<file path="src/rtl/lsu_pkg.sv">
// Shared types and helpers for the load/store RAM front-end.
package lsu_pkg;

  typedef enum logic [1:0] {
    BYTE    = 2'd0,
    HALF    = 2'd1,
    WORD    = 2'd2,
    ILLEGAL = 2'd3
  } mem_size_e;

  typedef enum logic [2:0] {
    IDLE = 3'd0,
    LD0  = 3'd1,
    LD1  = 3'd2,
    ST1  = 3'd3,
    RSP  = 3'd4
  } lsu_state_e;

  // Byte-lane mask of an access before it is shifted by the address offset.
  function automatic logic [3:0] size_base_mask(input mem_size_e size);
    case (size)
      BYTE:    return 4'b0001;
      HALF:    return 4'b0011;
      WORD:    return 4'b1111;
      default: return 4'b0000;
    endcase
  endfunction

endpackage

</file>
<file path="src/rtl/lsu_ldfmt.sv">
// Load formatter: merges two RAM beats, aligns by byte offset, then
// masks to the access size with sign or zero extension.
module lsu_ldfmt
  import lsu_pkg::*;
(
  input  logic [31:0] beat0,
  input  logic [31:0] beat1,
  input  logic [1:0]  off,
  input  mem_size_e   size,
  input  logic        is_unsigned,
  output logic [31:0] rdata
);

  logic [63:0] merged;

  assign merged = {beat1, beat0} >> {off, 3'b000};

  always_comb begin
    rdata = merged[31:0];
    case (size)
      BYTE:    rdata = {{24{~is_unsigned & merged[7]}}, merged[7:0]};
      HALF:    rdata = {{16{~is_unsigned & merged[15]}}, merged[15:0]};
      default: rdata = merged[31:0];
    endcase
  end

endmodule

</file>
<file path="src/rtl/lsu_ram_if.sv">
// Load/store front-end onto a 32-bit byte-enabled single-port RAM.
// Define LSU_MISALIGNED_EN to split misaligned accesses into two beats.
module lsu_ram_if
  import lsu_pkg::*;
#(
  parameter int ADDR_WIDTH     = 32,
  parameter int RAM_ADDR_WIDTH = 10
) (
  input  logic                      clk,
  input  logic                      rst_n,
  input  logic                      req_valid,
  output logic                      req_ready,
  input  logic                      req_we,
  input  logic [ADDR_WIDTH-1:0]     req_addr,
  input  logic [1:0]                req_size,
  input  logic                      req_unsigned,
  input  logic [31:0]               req_wdata,
  output logic                      rsp_valid,
  output logic [31:0]               rsp_rdata,
  output logic                      rsp_err,
  output logic                      ram_en,
  output logic [3:0]                ram_we,
  output logic [RAM_ADDR_WIDTH-1:0] ram_addr,
  output logic [31:0]               ram_din,
  input  logic [31:0]               ram_dout
);

`ifdef LSU_MISALIGNED_EN
  localparam bit MISALIGNED_EN = 1'b1;
`else
  localparam bit MISALIGNED_EN = 1'b0;
`endif

  lsu_state_e state_reg, state_next;

  mem_size_e                 size_in;
  logic [1:0]                off_in;
  logic [RAM_ADDR_WIDTH-1:0] word_in;
  logic [7:0]                mask8_in;
  logic [63:0]               wide_in;
  logic                      split_in;
  logic                      illegal_in;
  logic                      accept;

  logic                      we_reg;
  logic [1:0]                off_reg;
  mem_size_e                 size_reg;
  logic                      uns_reg;
  logic [RAM_ADDR_WIDTH-1:0] word_reg;
  logic [31:0]               beat0_reg;
  logic [31:0]               rsp_rdata_reg;
  logic                      rsp_err_reg;
  logic [31:0]               fmt_rdata;
`ifdef LSU_MISALIGNED_EN
  logic                      split_reg;
  logic [3:0]                mask_hi_reg;
  logic [31:0]               din_hi_reg;
`endif

  // Address bits above the RAM range alias and are deliberately dropped.
  logic unused_addr_bits;
  assign unused_addr_bits = ^req_addr[ADDR_WIDTH-1:RAM_ADDR_WIDTH+2];

  assign size_in    = mem_size_e'(req_size);
  assign off_in     = req_addr[1:0];
  assign word_in    = req_addr[RAM_ADDR_WIDTH+1:2];
  assign mask8_in   = {4'b0000, size_base_mask(size_in)} << off_in;
  assign wide_in    = {32'd0, req_wdata} << {off_in, 3'b000};
  assign split_in   = |mask8_in[7:4];
  assign illegal_in = (size_in == ILLEGAL) || (split_in && !MISALIGNED_EN);

  assign req_ready = rst_n && (state_reg == IDLE);
  assign accept    = req_valid && req_ready;
  assign rsp_valid = (state_reg == RSP);
  assign rsp_rdata = rsp_rdata_reg;
  assign rsp_err   = rsp_err_reg;

  lsu_ldfmt u_ldfmt (
    .beat0       ((state_reg == LD1) ? beat0_reg : ram_dout),
    .beat1       (ram_dout),
    .off         (off_reg),
    .size        (size_reg),
    .is_unsigned (uns_reg),
    .rdata       (fmt_rdata)
  );

  always_comb begin
    state_next = state_reg;
    ram_en     = 1'b0;
    ram_we     = 4'b0000;
    ram_addr   = '0;
    ram_din    = '0;
    case (state_reg)
      IDLE: begin
        if (accept) begin
          if (illegal_in) begin
            state_next = RSP;
          end else begin
            // Beat 0 goes straight from the request in the accepting cycle.
            ram_en   = 1'b1;
            ram_addr = word_in;
            ram_we   = req_we ? mask8_in[3:0] : 4'b0000;
            ram_din  = wide_in[31:0];
            if (!req_we)
              state_next = LD0;
`ifdef LSU_MISALIGNED_EN
            else if (split_in)
              state_next = ST1;
`endif
            else
              state_next = RSP;
          end
        end
      end
      LD0: begin
`ifdef LSU_MISALIGNED_EN
        if (split_reg) begin
          ram_en     = 1'b1;
          ram_addr   = word_reg + RAM_ADDR_WIDTH'(1);
          state_next = LD1;
        end else begin
          state_next = RSP;
        end
`else
        state_next = RSP;
`endif
      end
`ifdef LSU_MISALIGNED_EN
      LD1: state_next = RSP;
      ST1: begin
        ram_en     = 1'b1;
        ram_we     = mask_hi_reg;
        ram_addr   = word_reg + RAM_ADDR_WIDTH'(1);
        ram_din    = din_hi_reg;
        state_next = RSP;
      end
`endif
      RSP:     state_next = IDLE;
      default: state_next = IDLE;
    endcase
  end

  always_ff @(posedge clk or negedge rst_n) begin
    if (!rst_n) begin
      state_reg     <= IDLE;
      we_reg        <= 1'b0;
      off_reg       <= 2'b00;
      size_reg      <= BYTE;
      uns_reg       <= 1'b0;
      word_reg      <= '0;
      beat0_reg     <= '0;
      rsp_rdata_reg <= '0;
      rsp_err_reg   <= 1'b0;
`ifdef LSU_MISALIGNED_EN
      split_reg     <= 1'b0;
      mask_hi_reg   <= 4'b0000;
      din_hi_reg    <= '0;
`endif
    end else begin
      state_reg <= state_next;
      if (accept) begin
        we_reg        <= req_we;
        off_reg       <= off_in;
        size_reg      <= size_in;
        uns_reg       <= req_unsigned;
        word_reg      <= word_in;
        rsp_rdata_reg <= '0;
        rsp_err_reg   <= illegal_in;
`ifdef LSU_MISALIGNED_EN
        split_reg     <= split_in;
        mask_hi_reg   <= req_we ? mask8_in[7:4] : 4'b0000;
        din_hi_reg    <= wide_in[63:32];
`endif
      end
      if (state_reg == LD0)
        beat0_reg <= ram_dout;
      if ((state_reg == LD0 && state_next == RSP) || state_reg == LD1)
        rsp_rdata_reg <= we_reg ? 32'd0 : fmt_rdata;
    end
  end

endmodule
</file>
<file path="config.mk">
export PLATFORM = sky130hd
export DESIGN_NAME = lsu_ram_if
export DESIGN_NICKNAME = d
export VERILOG_FILES = /design/src/rtl/lsu_pkg.sv /design/src/rtl/lsu_ldfmt.sv /design/src/rtl/lsu_ram_if.sv
export SDC_FILE = /design/constraint.sdc
export NUM_CORES = 1
export LEC_CHECK = 0
export CAP_MARGIN = 25
export CORE_MARGIN = 10
export CORE_UTILIZATION = 39
export DETAILED_ROUTE_END_ITERATION = 8
export PLACE_DENSITY = 0.72
export SETUP_SLACK_MARGIN = 0.2
export SYNTH_ARGS = -nofsm -noshare
export SYNTH_HDL_FRONTEND = slang
export SYNTH_SLANG_ARGS = --single-unit
</file>
<file path="constraint.sdc">
create_clock -name clk -period 2.7 [get_ports clk]
set_clock_uncertainty 0.05 [all_clocks]
set_input_delay 0.54 -clock clk [delete_from_list [all_inputs] [get_ports clk]]
set_output_delay 0.54 -clock clk [all_outputs]
set_load 0.01 [all_outputs]
</file>
# Word level (Yosys, flattened, before mapping)
# Index checks and enable logic that the tools add are counted.
[op_classes]
n_reduce_logical = 10
order_cmp = 0
n_shift = 3
div_mod_pow = 0
mul = 0
bitwise_logic = 3
muxes = 23
n_eq_ne = 8
add_sub_neg = 0
[op_table]
columns = ["op", "count"]
rows = [
  ["32-bit 2-to-1 mux", 7],
  ["32-bit case mux with 2 select lines", 1],
  ["64-bit by 5-bit >> shifter with 32-bit output", 1],
  ["32-bit by 5-bit << shifter with 32-bit output", 1],
  ["10-bit 2-to-1 mux", 3],
  ["4-bit 2-to-1 mux", 4],
  ["4-bit case mux with 3 select lines", 1],
  ["3-bit 2-to-1 mux", 3],
  ["4-bit by 2-bit << shifter with 8-bit output", 1],
  ["3-bit equality test, second input constant", 2],
  ["3-bit case mux with 2 select lines", 1],
  ["2-bit by 1-bit equality test with 1-bit output, second input constant", 2],
  ["2-bit equality test, second input constant", 2],
  ["2-bit logical NOT", 2],
  ["4-bit OR reduction", 1],
  ["3-bit by 1-bit equality test with 1-bit output, second input constant", 1],
  ["3-bit by 2-bit equality test with 1-bit output, second input constant", 1],
  ["1-bit logical AND", 3],
  ["3-bit logical NOT", 1],
  ["1-bit 2-to-1 mux", 3],
  ["1-bit bitwise AND", 2],
  ["1-bit logical OR", 2],
  ["2-bit nonzero test", 1],
  ["1-bit inverter", 1],
]
[totals]
n_memories = 0
mem_bits_ro = 0
ram_bits = 0
latchBits = 0
ff_bits = 74
in_bits = 103
word_cells = 55

# Longest topological paths before layout
[logic_depth]
depth_word = 12
mapped_depth = 9
depth_no_buf = 8

# Modules after synthesis
# Synthesis repeated with hierarchy kept, for this count alone.
[hier_totals]
cells_unflattened = 453
hier_area_um2 = 5372.7
[modules_own_cells]
columns = ["mod", "instances", "seq_area_each_um2", "cells_per_inst", "area_each_um2"]
rows = [
  ["lsu_ram_if", 1, 1851.8, 352, 4262.8],
  ["lsu_ldfmt", 1, 0.0, 101, 1109.8],
]

# Worst setup path after synthesis
# OpenSTA, ideal clock, no wires.
[synth_timing]
kind = "input to output"
startpoint = "input req_size[0]"
endpoint = "output ram_din[24]"
t_arrival_ps = 1988
setup_slack_ps = 122
stages = 8
path_cell_list = "inv_1 ha_1 or2_2 a21oi_1 o211ai_1 inv_1 clkbuf_1 and2_1"
[synth_via]
elab_chain_len = 8
[synth_rtl]
columns = ["element", "line", "rtl"]
rows = [
  ["start: declaration", "lsu_ram_if.sv:15", "input logic [1:0] req_size,"],
  ["2-bit equality test (tied with other cells)", "lsu_pkg.sv:21", "case (size)"],
  ["4-bit case mux with 3 select lines", "lsu_pkg.sv:21", ""],
  ["4-bit by 2-bit << shifter with 8-bit output", "lsu_ram_if.sv:67", "assign mask8_in = {4'b0000, size_base_mask(size_in)} << off_in;"],
  ["4-bit OR reduction", "lsu_ram_if.sv:69", "assign split_in = |mask8_in[7:4];"],
  ["1-bit logical OR (*)", "lsu_ram_if.sv:70", "assign illegal_in = (size_in == ILLEGAL) || (split_in && !MISALIGNED_EN);"],
  ["32-bit 2-to-1 mux (*)", "lsu_ram_if.sv:96", "if (illegal_in) begin"],
  ["32-bit 2-to-1 mux (*)", "lsu_ram_if.sv:95", "if (accept) begin"],
  ["32-bit 2-to-1 mux (*)", "lsu_ram_if.sv:93", "case (state_reg)"],
  ["end: declaration", "lsu_ram_if.sv:24", "output logic [31:0] ram_din,"],
]
# Mark *: on every way between the ends. The rest lies on a longest branch, timed or not.

# Worst setup path in the final report
[layout_timing]
startpoint = "input req_size[0]"
endpoint = "output ram_din[16]"
# Same word-level chain as after synthesis.

==> metrics.yaml <==
status: "finished clean"
ys_top_cells_by_area: "dfrtp_1, mux2i_1, mux2_2"
hp-class: "reg -> reg"
overflow: 0
path_max_fanout: 5
antenna_found_initial: 1
ant_nets: 0
synth_top_area_share_pct: 37.2
path_clk_slew_ns: 0.06
net-switching-power_mw: 1.36
rsz0062_at_grt: "true"
yosysWarnings: 0
share_comb_of_total_power_pct: 37.1
io_pins: 185
nFillCells: 1049
dpl_worst_slack_ns: -0.862
die_x_um: 133
drt-total-wl_um: 17400
num_rows: 41
timing.critical_path.from_type: "input pin"
tightest_slew_ns: 0.937
whs_ns: 0.453
grt_pass1_wl_um: 27200
fin_crit_sh_pct: 94.1
timing_worst_setup_path_type: "in -> out"
tritoncts: "built"
core-area_um2: 12600
p_leak_nw: 3.50
setup_tns_ns: 0
pwr-share-clk_pct: 27.3
power-per-cell-area_nw_per_um2: 572
synth_edf_count: 0
start_util_pct: 39.6
critPathRequiredTime_ns: 2.11
gp_congestion: 0.882
instances_no_fill: 868
area_growth_pct: 52.1
syn-cell-area_um2: 4970
place_inst: 836
setup_violations: 0
p_int_mw: 2.97
vias: 4809
drc: 0
ctsHoldBuffers: 0
die_h_um: 133
final_common_cell: "clkdlybuf4s50_1"
vias_per_cell: 5.54
drtIter0Drc: 375
yosysSeqAreaShare_pct: 37.2
finalHoldViolations: 0
ys_ff_latch: 74
cts.sinks: 74
drive_gt1_share_pct: 34.2
register_area_um2: 1850
p_seq_share_pct: 35.6
ys_types: 46
first_pass_iters: 6
layout_setup_ws_ns: 0.160
grt_max_degree: 75
netlist_instances: 483
layout.cells.most_common_list: "clkdlybuf4s50_1, dfrtp_1, buf_4, mux2i_1, mux2_2"
final_nets: 797
setup.worst_path.end_class: "output port"
drv_slew: 0
async_reset_ff_share_pct: 100
slew_headroom_pct: 37.5
wl_per_cell_um: 20.0
htreeDepth: 3
timing.final.crit_period_ns: 2.54
insertion_delay_ns: 0.34
synth.net_count: 589
synth_top_area_cell: "dfrtp_1"
synth-main-ff-cell: "dfrtp_1"
p_sw_share_pct: 31.4
ir_drop_mv: 0.368
multi_input_area_um2: 3080
io_buffers: 164
cts_made_buffers: 9
fmax_mhz: 394
drv_cap: 0
cts_root_buffer: "clkbuf_16"
power_mw: 4.33
arrival_ns: 1.95
syn_area_per_cell_um2: 10.3
clk_path_buf_depth: 2
dieArea_um2: 17700
place_hpwl_um: 12900
grt_pass1_vias: 5027
grt_util_all_layers_pct: 18.9
-- path summary, 6_finish.rpt --
| kind | startpoint | depth (start not counted) | to | slack, ns |
|---|---|---|---|---|
| hold / removal | beat0_reg[6] | 1 | beat0_reg[6] | 0.45 |
| min in group asynchronous | rst_n | 3 | beat0_reg[0] | 0.50 |
| max in group asynchronous | rst_n | 3 | off_reg[0] | 1.42 |
| hold reg to reg | beat0_reg[6] | 1 | beat0_reg[6] | 0.45 |
| setup reg to reg | state_reg[1] | 8 | rsp_rdata[24] | 0.19 |
| setup / recovery | req_size[0] | 11 | ram_din[16] | 0.16 |
-- cell usage after synthesis, drive strengths merged (12+ instances only) --
cell type and n:
nor2b 12, buf 17, nor2 40, clkbuf 22
mux2 46, dfrtp 74, nand2 25, mux2i 52
mux4 14, and2 31, inv 12, a222oi 14
a21oi 22, o21ai 13
-- worst max-delay path, cell delays in order --
cell and delay (ns):
buf_6 0.08, inv_4 0.04, ha_4 0.15, or2_4 0.23
a21oi_2 0.13, o211ai_1 0.14, inv_2 0.13, buf_6 0.12
o211ai_1 0.09, a21oi_2 0.13, buf_2 0.15
-- per-stage QoR --
step / instance area, um^2 / util [%]
6_report: 7570 / 60.2
5_1_grt: 7570 / 60.2
4_1_cts: 7370 / 58.6
3_5_place_dp: 7090 / 56.4
3_3_place_gp: 7090 / 56.4
2_1_floorplan: 4990 / -
-- area by class of cell --
| cell class | instances | area share [%] |
|---|---|---|
| clock buffers | 12 | 3.26 |
| diodes | 1 | 0.0331 |
| well taps | 172 | 2.84 |
| clock inverters | 3 | 0.529 |
| multi-input cells | 358 | 40.7 |
| inverters | 12 | 0.628 |
| flip-flops and latches | 74 | 24.5 |
| repair buffers | 236 | 27.6 |
-- metal layers --
metal | share of wire (%) | track usage (%) | vias up
li1 | - | - | 2225
met2 | 53 | 33.3 | 190
met5 | 0 | 0 | -
met1 | 39 | 21.0 | 2368
met3 | 6.6 | 5.34 | 26
met4 | 2.3 | 7.46 | 0
-- power groups by stage --
stage / clock, mW / sequential [mW] / combinational [mW]
floorplan: 0 / 1.54 / 0.833
global placement: 0 / 1.54 / 1.51
detailed placement: 0 / 1.56 / 1.55
CTS: 1.20 / 1.54 / 1.57
global route: 1.25 / 1.57 / 1.73
finish: 1.18 / 1.54 / 1.61
-- cells by family after synthesis --
kind of cell / after synthesis / synth area share, %
multiplexers: 112 / 27.2
XOR/XNOR: 1 / 0.176
flip-flops: 74 / 37.2
AO/OA/AOI/OAI: 98 / 15.1
buffers and inverters: 51 / 4.55
adder cells (fa/ha/maj): 3 / 0.755
other: 1 / 0.0754
AND/OR/NAND/NOR: 143 / 14.9
-- timing repair --
item / 4_1_cts / 5_1_grt
setup buffers: 8 / 6
gates cloned: 1 / 1
gates resized for setup: 227 / 47
pin swaps: 21 / 6
setup endpoints to repair: 73 / 63
Power figures use the tool's default switching activity.
